### config.mk
export PLATFORM = sky130hd
export DESIGN_NAME = decoder_input_sequencer_flat
export DESIGN_NICKNAME = d
export VERILOG_FILES = /design/src/rtl/decoder_input_sequencer_pkg.sv /design/src/rtl/decoder_input_sequencer_if.sv /design/src/rtl/decoder_input_sequencer_dual_rail_enc.sv /design/src/rtl/decoder_input_sequencer.sv /design/src/flat_wrapper.sv
export SDC_FILE = /design/constraint.sdc
export NUM_CORES = 1
export LEC_CHECK = 0
export CORE_MARGIN = 8
export CORE_UTILIZATION = 47
export CTS_CLUSTER_SIZE = 24
export DETAILED_ROUTE_END_ITERATION = 6
export MAX_ROUTING_LAYER = met4
export PLACE_DENSITY = 0.84
export RECOVER_POWER = 25
export SYNTH_ARGS = -nofsm -noshare
export SYNTH_HDL_FRONTEND = slang
export SYNTH_SLANG_ARGS = --single-unit
### constraint.sdc
create_clock -name CLK -period 2.4 [get_ports CLK]
set_input_delay 0.72 -clock CLK [delete_from_list [all_inputs] [get_ports CLK]]
set_output_delay 0.72 -clock CLK [all_outputs]
set_load 0.01 [all_outputs]
### src/rtl/decoder_input_sequencer_pkg.sv
// Shared definitions for the decoder input sequencer: sequencer states,
// decoder field positions and the dual-rail bus geometry.
package decoder_input_sequencer_pkg;

    typedef enum logic [1:0] {
        RST_IDLE = 2'd0,
        FETCH    = 2'd1,
        EXEC     = 2'd2
    } seq_state_t;

    // Logical decoder fields, one rail pair each.
    localparam int NUM_FIELDS = 13;
    localparam int NUM_RAILS  = 2 * NUM_FIELDS;
    localparam int F_INT      = 0;   // interrupt dispatch
    localparam int F_CB       = 1;   // CB prefix seen
    localparam int F_IR_LO    = 2;   // IR bit 7 sits here, IR bit 0 at F_IR_LO+7
    localparam int F_STEP_LO  = 10;  // step bit 0 sits here, step bit 2 at F_STEP_LO+2

    localparam logic [7:0] CB_PREFIX = 8'hCB;
    localparam logic [2:0] STEP_MAX  = 3'd7;

endpackage

### src/rtl/decoder_input_sequencer_if.sv
// Opcode fetch handshake between the instruction fetch unit (master)
// and the sequencer (slave).
interface decoder_input_sequencer_if;
    logic [7:0] opcode;
    logic       opcode_valid;
    logic       opcode_ready;

    modport master (
        output opcode,
        output opcode_valid,
        input  opcode_ready
    );

    modport slave (
        input  opcode,
        input  opcode_valid,
        output opcode_ready
    );
endinterface

### src/rtl/decoder_input_sequencer_dual_rail_enc.sv
// Dual-rail encoder: every logical field becomes a complementary rail pair
// (even rail = inverted, odd rail = true). With the enable low every rail
// is forced low so no decoder line is active.
module dual_rail_enc
    import decoder_input_sequencer_pkg::*;
(
    input  logic [NUM_FIELDS-1:0] fields,
    input  logic                  en,
    output logic [NUM_RAILS-1:0]  rails
);

    genvar gi;
    generate
        for (gi = 0; gi < NUM_FIELDS; gi++) begin : g_pair
            assign rails[2*gi]   = en & ~fields[gi];
            assign rails[2*gi+1] = en &  fields[gi];
        end
    endgenerate

endmodule

### src/rtl/decoder_input_sequencer.sv
// Decoder input sequencer: accepts opcode bytes (with CB prefix handling),
// tracks the M-cycle step of the executing instruction and presents the
// instruction context to the decoder as a registered dual-rail bus.
module decoder_input_sequencer
    import decoder_input_sequencer_pkg::*;
(
    input  logic                        CLK,
    input  logic                        nRESET,
    decoder_input_sequencer_if.slave    op,
    input  logic                        int_req,
    input  logic                        step_adv,
    input  logic                        last_cycle,
    input  logic                        flush,
    output logic [NUM_RAILS-1:0]        a,
    output logic                        in_exec,
    output logic [2:0]                  step,
    output logic                        seq_err
);

    seq_state_t            state_reg, state_next;
    logic [7:0]            ir_reg, ir_next;
    logic                  cb_reg, cb_next;
    logic                  int_reg, int_next;
    logic [2:0]            step_reg, step_next;
    logic                  err_reg, err_next;
    logic [NUM_RAILS-1:0]  a_reg;

    logic [NUM_FIELDS-1:0] fields_next;
    logic [NUM_RAILS-1:0]  rails_next;
    logic                  handshake;

    assign op.opcode_ready = (state_reg == FETCH);
    assign handshake       = op.opcode_valid & op.opcode_ready;

    // State and context registers; reset clears everything immediately.
    always_ff @(posedge CLK or negedge nRESET) begin
        if (!nRESET) begin
            state_reg <= RST_IDLE;
            ir_reg    <= 8'h00;
            cb_reg    <= 1'b0;
            int_reg   <= 1'b0;
            step_reg  <= 3'd0;
            err_reg   <= 1'b0;
        end else begin
            state_reg <= state_next;
            ir_reg    <= ir_next;
            cb_reg    <= cb_next;
            int_reg   <= int_next;
            step_reg  <= step_next;
            err_reg   <= err_next;
        end
    end

    // Next-state logic: flush dominates, then fetch handshake or step advance.
    always_comb begin
        state_next = state_reg;
        ir_next    = ir_reg;
        cb_next    = cb_reg;
        int_next   = int_reg;
        step_next  = step_reg;
        err_next   = err_reg;

        if (flush) begin
            // Abort to fetch; any opcode offered this cycle is dropped.
            state_next = FETCH;
            cb_next    = 1'b0;
            int_next   = 1'b0;
            step_next  = 3'd0;
        end else begin
            unique case (state_reg)
                RST_IDLE: begin
                    state_next = FETCH;
                end
                FETCH: begin
                    if (handshake) begin
                        ir_next   = op.opcode;
                        step_next = 3'd0;
                        if ((op.opcode == CB_PREFIX) && !cb_reg) begin
                            // Prefix byte: remember it and keep fetching.
                            cb_next = 1'b1;
                        end else begin
                            int_next   = int_req;
                            state_next = EXEC;
                        end
                    end
                end
                EXEC: begin
                    if (step_adv) begin
                        if (last_cycle) begin
                            // Instruction complete; IR keeps the last opcode.
                            state_next = FETCH;
                            cb_next    = 1'b0;
                            int_next   = 1'b0;
                            step_next  = 3'd0;
                        end else if (step_reg == STEP_MAX) begin
                            // Ran past the last step: saturate and flag it.
                            err_next = 1'b1;
                        end else begin
                            step_next = step_reg + 3'd1;
                        end
                    end
                end
                default: begin
                    state_next = RST_IDLE;
                end
            endcase
        end
    end

    // Assemble the decoder fields from the upcoming context.
    assign fields_next[F_INT] = int_next;
    assign fields_next[F_CB]  = cb_next;

    genvar gi;
    generate
        for (gi = 0; gi < 8; gi++) begin : g_ir_field
            assign fields_next[F_IR_LO+gi] = ir_next[7-gi];
        end
        for (gi = 0; gi < 3; gi++) begin : g_step_field
            assign fields_next[F_STEP_LO+gi] = step_next[gi];
        end
    endgenerate

    dual_rail_enc u_enc (
        .fields (fields_next),
        .en     (state_next != RST_IDLE),
        .rails  (rails_next)
    );

    // Registered decoder bus so it changes only on clock edges.
    always_ff @(posedge CLK or negedge nRESET) begin
        if (!nRESET) begin
            a_reg <= '0;
        end else begin
            a_reg <= rails_next;
        end
    end

    assign a       = a_reg;
    assign in_exec = (state_reg == EXEC);
    assign step    = step_reg;
    assign seq_err = err_reg;

endmodule

### src/flat_wrapper.sv
// flat-port wrapper written by rule: the top's interface ports become plain ports
module decoder_input_sequencer_flat import decoder_input_sequencer_pkg::*;
  (CLK, nRESET, int_req, step_adv, last_cycle, flush, a, in_exec, step, seq_err, op_opcode, op_opcode_valid, op_opcode_ready);
  decoder_input_sequencer_if op_i ();
  input  logic CLK;
  input  logic nRESET;
  input  logic int_req;
  input  logic step_adv;
  input  logic last_cycle;
  input  logic flush;
  output logic [NUM_RAILS-1:0] a;
  output logic in_exec;
  output logic [2:0] step;
  output logic seq_err;
  input wire logic [$bits(op_i.opcode)-1:0] op_opcode;
  input wire logic [$bits(op_i.opcode_valid)-1:0] op_opcode_valid;
  output wire logic [$bits(op_i.opcode_ready)-1:0] op_opcode_ready;
  assign op_i.opcode = op_opcode;
  assign op_i.opcode_valid = op_opcode_valid;
  assign op_opcode_ready = op_i.opcode_ready;
  decoder_input_sequencer u_core (.CLK(CLK), .nRESET(nRESET), .op(op_i), .int_req(int_req), .step_adv(step_adv), .last_cycle(last_cycle), .flush(flush), .a(a), .in_exec(in_exec), .step(step), .seq_err(seq_err));
endmodule
==> results of run 1 <==
## cells in the mapped netlist, types with 2 or more instances
library cell   n
a31oi_1        3
buf_2          2
dfrtp_1       42
mux2_2         8
nand3_1        3
and3_1         4
o311ai_0       2
a21o_1         2
nor2b_1       11
ha_1           5
a21oi_1        2
o21ai_0        6
and2_1         2
nand2_1        2
inv_1          8
nor2_1        16
## area by class of cell
cell class	instances	area [um2]
Multi-Input combinational cell	87	644
Timing Repair Buffer	55	536
Inverter	8	30.0
Clock buffer	6	82.6
Fill cell	281	1220
Tap cell	48	60.1
Clock inverter	2	12.5
Sequential cell	42	1050
## report_power, final
group	internal (mW)	leakage, nW	switching, mW
registers	0.965	0.514	0.0859
clock network	0.231	0.0472	0.233
logic	0.616	0.539	0.543
## through the flow
stage	worst slack [ps]	hold slack (ps)	area, um2
after global routing	98.9	513	2420
after CTS	26.4	390	2430
after detailed placement	22.3	456	2330
after floorplan	595	424	1750
after global placement	70.9	459	2330
final	172	490	2420
## cell families after synthesis
logic type,synth area share [%]
flops,60.0
buf+inv,3.36
simple gates,15.4
compound gates,12.6
fa+ha+maj,3.57
mux,5.14
## critical path, delay by kind of cell, from the launching register on
family / cells / cell delay [ps]
buffers and inverters: 2 / 630
DFF: 1 / 430
adders and majority gates: 1 / 160
## worst paths after layout
check | endpoint
worst max-delay path | op_opcode_ready
worst min-delay path | u_core.seq_err
worst max register to register | u_core.a[20]
worst min register to register | u_core.seq_err
max in group asynchronous | u_core.state_reg[0]
min in group asynchronous | u_core.seq_err
## cell usage in the layout (no fill, tap or decap), drive strengths merged, types with 5 or more instances in the layout
cell type and n:
buf 9, clkbuf 7, clkdlybuf4s50 44, dfrtp 42
ha 5, inv 8, mux2 8, nor2 16
nor2b 11, o21ai 6
## what timing repair did
| item | 4_1_cts | 5_1_grt |
|---|---|---|
| gates cloned | 0 | 0 |
| setup endpoints to repair | 1 | 1 |
| gates resized for setup | 1 | 2 |
## routing by layer
metal	share of wire, %	wire (um)	track usage, %	vias up
met3	6.6	254	5.01	6
li1	-	-	-	614
met2	49	1890	21.5	40
met4	1.4	55	4.72	0
met5	0	0	-	-
met1	43	1630	16.3	642
==> qor.yml, run 1 <==
status:
  status: "complete, no violations"
placed_design:
  gp_congestion: 0.864
  port_buffers: 46
  dp_cells: 240
  place_hpwl_mm: 2.90
global_routing:
  grt_max_degree: 43
  antenna_found_initial: 0
  grt_overflow: 0
  grt_use_total_pct: 13.9
  grt_pass1_wl_mm: 6.56
  grt_pass1_vias: 1337
pwr:
  power.density_nw_per_um2: 1110
  leakage_nw: 1.10
  p_total_mw: 2.67
  vdd_ir_drop_max_mv: 0.533
yosys:
  synth_nets: 161
  async_reset_ff_share_pct: 100
  synth-seq-cells: 42
  yosys_warnings: 0
  postSynthAreaPerCell_um2: 12.4
  ys_seq_area_share_pct: 60.0
  synth_cell_types: 39
  synthCells: 141
  synth-edff-count: 0
  syn_area_um2: 1750
  synth_top_area_share_pct: 60.0
  synthTopCellsByArea: "dfrtp_1, mux2_2, nor2b_1"
  ys.flop_type: "dfrtp_1"
  yosysTopAreaCell: "dfrtp_1"
setup_path:
  crit_required_ps: 1680
  cp_max_fo: 5
  critPathMaxStageDelay_ps: 540
  rr_worst_depth: 6
  r2r_slack_ps: 550
  slowest_stage: "clkdlybuf4s50_1"
  worstSetupEndpointType: "output pin"
  startpoint: "u_core.state_reg[1]"
  worstSetupPathType: "flip-flop to output pin"
  cp-start-kind: "flip-flop"
  cp.arrival_ps: 1510
  worstReg2RegStart: "u_core.state_reg[0]"
  crit_chain: "inv_1 -> ha_1 -> clkdlybuf4s50_1"
route:
  drcViolationCount: 0
  wl_per_cell_um: 15.4
  viasPerCell: 5.25
  firstDrtPassIters: 4
  drt_iter0_drc: 82
  ant_nets: 0
  finalWirelength_mm: 3.83
  vias: 1302
floorplanning:
  initial_core_util_pct: 48.2
  die_w_um: 77.1
  ioPinCount: 47
  die-area_um2: 5940
  row_count: 22
  core_area_um2: 3630
  die_h_um: 77.1
cts:
  cts_setup_buffers: 0
  cts_buffers: 5
  tritoncts: "built"
  root_buffer: "clkbuf_8"
  clk_path_buf_depth: 2
  cts.clk_slew.worst_paths_ps: 80
  htreeDepth: 2
  cts_sinks: 42
  postCtsHoldBufs: 0
  worst_skew_pair.late_latency_ps: 290
cells_and_area:
  largest_reg_flops: 26
  antenna_cells: 0
  area_growth_pct: 38.0
  drive_gt1_share_pct: 16.5
  fin_cells: 248
  final_util_pct: 66.5
  finish.net_count: 219
sta:
  hold_viol_final: 0
  fmax_ghz: 0.449
  final_max_slew_viol_count: 0
  slew_headroom_pct: 34.5
  worst_slew_pin_slew_ps: 982
  skew_ps: 5.47
  fin_crit_sh_pct: 92.8
  rsz0062_at_grt: "false"
  finalCriticalPeriod_ps: 2230
  setup-tns-final_ps: 0
  finalSetupViolations: 0
min_path:
  hold_path.class: "flip-flop to flip-flop"
  hold_path_depth: 1
  hp-start: "u_core.seq_err"
flow_run:
  cap_violations: 0
Note: power is estimated with default switching activity, not from simulation.
==> run 2, diff against run 1 <==
Settings changed: CORE_ASPECT_RATIO set to 2, HOLD_SLACK_MARGIN set to 0.1.
==> qor.yml, run 2 (same netlist as run 1, synthesis figures left out) <==
route:
  drcViolationCount: 0  # unchanged
  vias: 1285  # -1.3%
  firstDrtPassIters: 4  # unchanged
  finalWirelength_mm: 4.00  # +4.4%
  wl_per_cell_um: 16.1  # +4.0%
  drt_iter0_drc: 25  # -70%
  ant_nets: 0  # unchanged
  viasPerCell: 5.16  # -1.7%
sta:
  rsz0062_at_grt: "false"
  skew_ps: 5.84  # +0.372 ps
  fin_crit_sh_pct: 96.2  # +3.3 points
  slew_headroom_pct: 34.3  # -0.25 points
  finalCriticalPeriod_ps: 2310  # +79.5 ps
  worst_slew_pin_slew_ps: 986  # +3.72 ps
  fmax_ghz: 0.433  # -3.4%
  setup-tns-final_ps: 0  # unchanged
  final_max_slew_viol_count: 0  # unchanged
  fin_ws_ps: 92.3  # -79.5 ps
  finalSetupViolations: 0  # unchanged
  hold_viol_final: 0  # unchanged
global_routing:
  grt_overflow: 0  # unchanged
  grt_pass1_vias: 1377  # +3.0%
  antenna_found_initial: 0  # unchanged
  grt_max_degree: 43  # unchanged
  grt_pass1_wl_mm: 6.44  # -1.7%
  grt_use_total_pct: 14.6  # +0.71 points
cells_and_area:
  finish.net_count: 219  # unchanged
  fin_cells: 249  # +0.40%
  antenna_cells: 0  # unchanged
  area_growth_pct: 38.8
  mostFrequentLayoutCell: "clkdlybuf4s50_1"
  drive_gt1_share_pct: 16.5  # unchanged
  largest_reg_flops: 26  # unchanged
  final_cell_mix: "clkdlybuf4s50_1, dfrtp_1, nor2_1"
cts:
  htreeDepth: 2  # unchanged
  postCtsHoldBufs: 0  # unchanged
  clk_path_buf_depth: 2  # unchanged
  cts_sinks: 42  # unchanged
  cts_resized: 1  # unchanged
  cts_buffers: 5  # unchanged
  cts_setup_buffers: 0  # unchanged
  tritoncts: "built"
  root_buffer: "clkbuf_8"
  worst_skew_pair.late_latency_ps: 290  # about the same
  cts.clk_slew.worst_paths_ps: 80  # about the same
min_path:
  hp-start: "u_core.ir_reg[4]"
  hold_path_depth: 1  # unchanged
  hold_path.class: "flip-flop to flip-flop"
  timing.hold.worst_endpoint: "u_core.ir_reg[4]"
setup_path:
  r2r_slack_ps: 470  # -80 ps
  crit_required_ps: 1680  # about the same
  r2r_end: "u_core.a[20]"
  cp_max_fo: 7  # +2
  worstReg2RegStart: "u_core.state_reg[1]"
  cp.arrival_ps: 1590  # +80 ps
  cp-start-kind: "flip-flop"
  worstSetupEndpointType: "output pin"
  worstSetupPathType: "flip-flop to output pin"
  startpoint: "u_core.state_reg[0]"
  rr_worst_depth: 7  # +1
floorplanning:
  ioPinCount: 47  # unchanged
  core_area_um2: 3610  # -0.72%
  die_h_um: 102  # +33%
  initial_core_util_pct: 48.6  # +0.35 points
  die_w_um: 59.2  # -23%
  row_count: 31  # +41%
  die-area_um2: 6060  # +2.0%
status:
  status: "complete, no violations"
flow_run:
  cap_violations: 0  # unchanged
pwr:
  vdd_ir_drop_max_mv: 0.775  # +45%
  leakage_nw: 1.09  # -0.78%
  power.density_nw_per_um2: 1140  # +2.7%
placed_design:
  place_hpwl_mm: 3.10  # +6.8%
  dp_cells: 241  # +0.42%
  gp_congestion: 0.843  # -2.5%
  pre_cts_ws_ps: 12.1  # -10.2 ps
  port_buffers: 46  # unchanged
==> run 2: routing by layer <==
metal	GRT usage, %	part of all wire, %	routed length (um)	vias up
met4	6.12	2.0	78	0
li1	-	-	-	609
met3	4.16	5.6	223	9
met2	26.1	57	2280	39
met5	-	0	0	-
met1	13.9	35	1410	628
==> run 2: area by class of cell <==
| cell class | instances | area (um2) |
|---|---|---|
| fill | 289 | 1180 |
| sequential | 42 | 1050 |
| multi-input combinational | 87 | 654 |
| timing repair buffer | 55 | 520 |
| clock buffer | 5 | 68.8 |
| tap | 49 | 61.3 |
| clock inverter | 3 | 43.8 |
| inverter | 8 | 30.0 |
==> run 2: stage by stage <==
step	hold slack [ps]	total power [mW]	utilization, %	area [um2]
4_1_cts	491	2.79	67.2	2420
6_report	512	2.76	67.4	2430
5_1_grt	531	2.94	67.4	2430
3_3_place_gp	486	2.17	64.0	2310
3_5_place_dp	488	2.23	64.0	2310
2_1_floorplan	424	1.64	-	1750
==> run 2: report_power, final <==
group	internal [mW]	switching (mW)	leakage (nW)	total [mW]
clock network	0.311	0.239	0.0585	0.551
logic	0.607	0.548	0.519	1.15
registers	0.965	0.0913	0.514	1.06
total	1.88	0.878	1.09	2.76
==> run 2: worst max-delay path, stage by stage, from the launching register on <==
cell and delay [ps]:
dfrtp_2 450, inv_1 130, ha_4 180, clkdlybuf4s50_1 540
==> run 2: how the worst max path moves through the flow <==
| stage | slack (ps) | end | depth (start not counted) |
|---|---|---|---|
| finish | 90 | in_exec | 3 |
| CTS | 30 | in_exec | 3 |
| global route | 30 | op_opcode_ready | 3 |
| global placement | 100 | u_core.a[1] | 5 |
| detailed placement | 10 | u_core.a[9] | 6 |
| floorplan | 600 | u_core.a[25] | 7 |
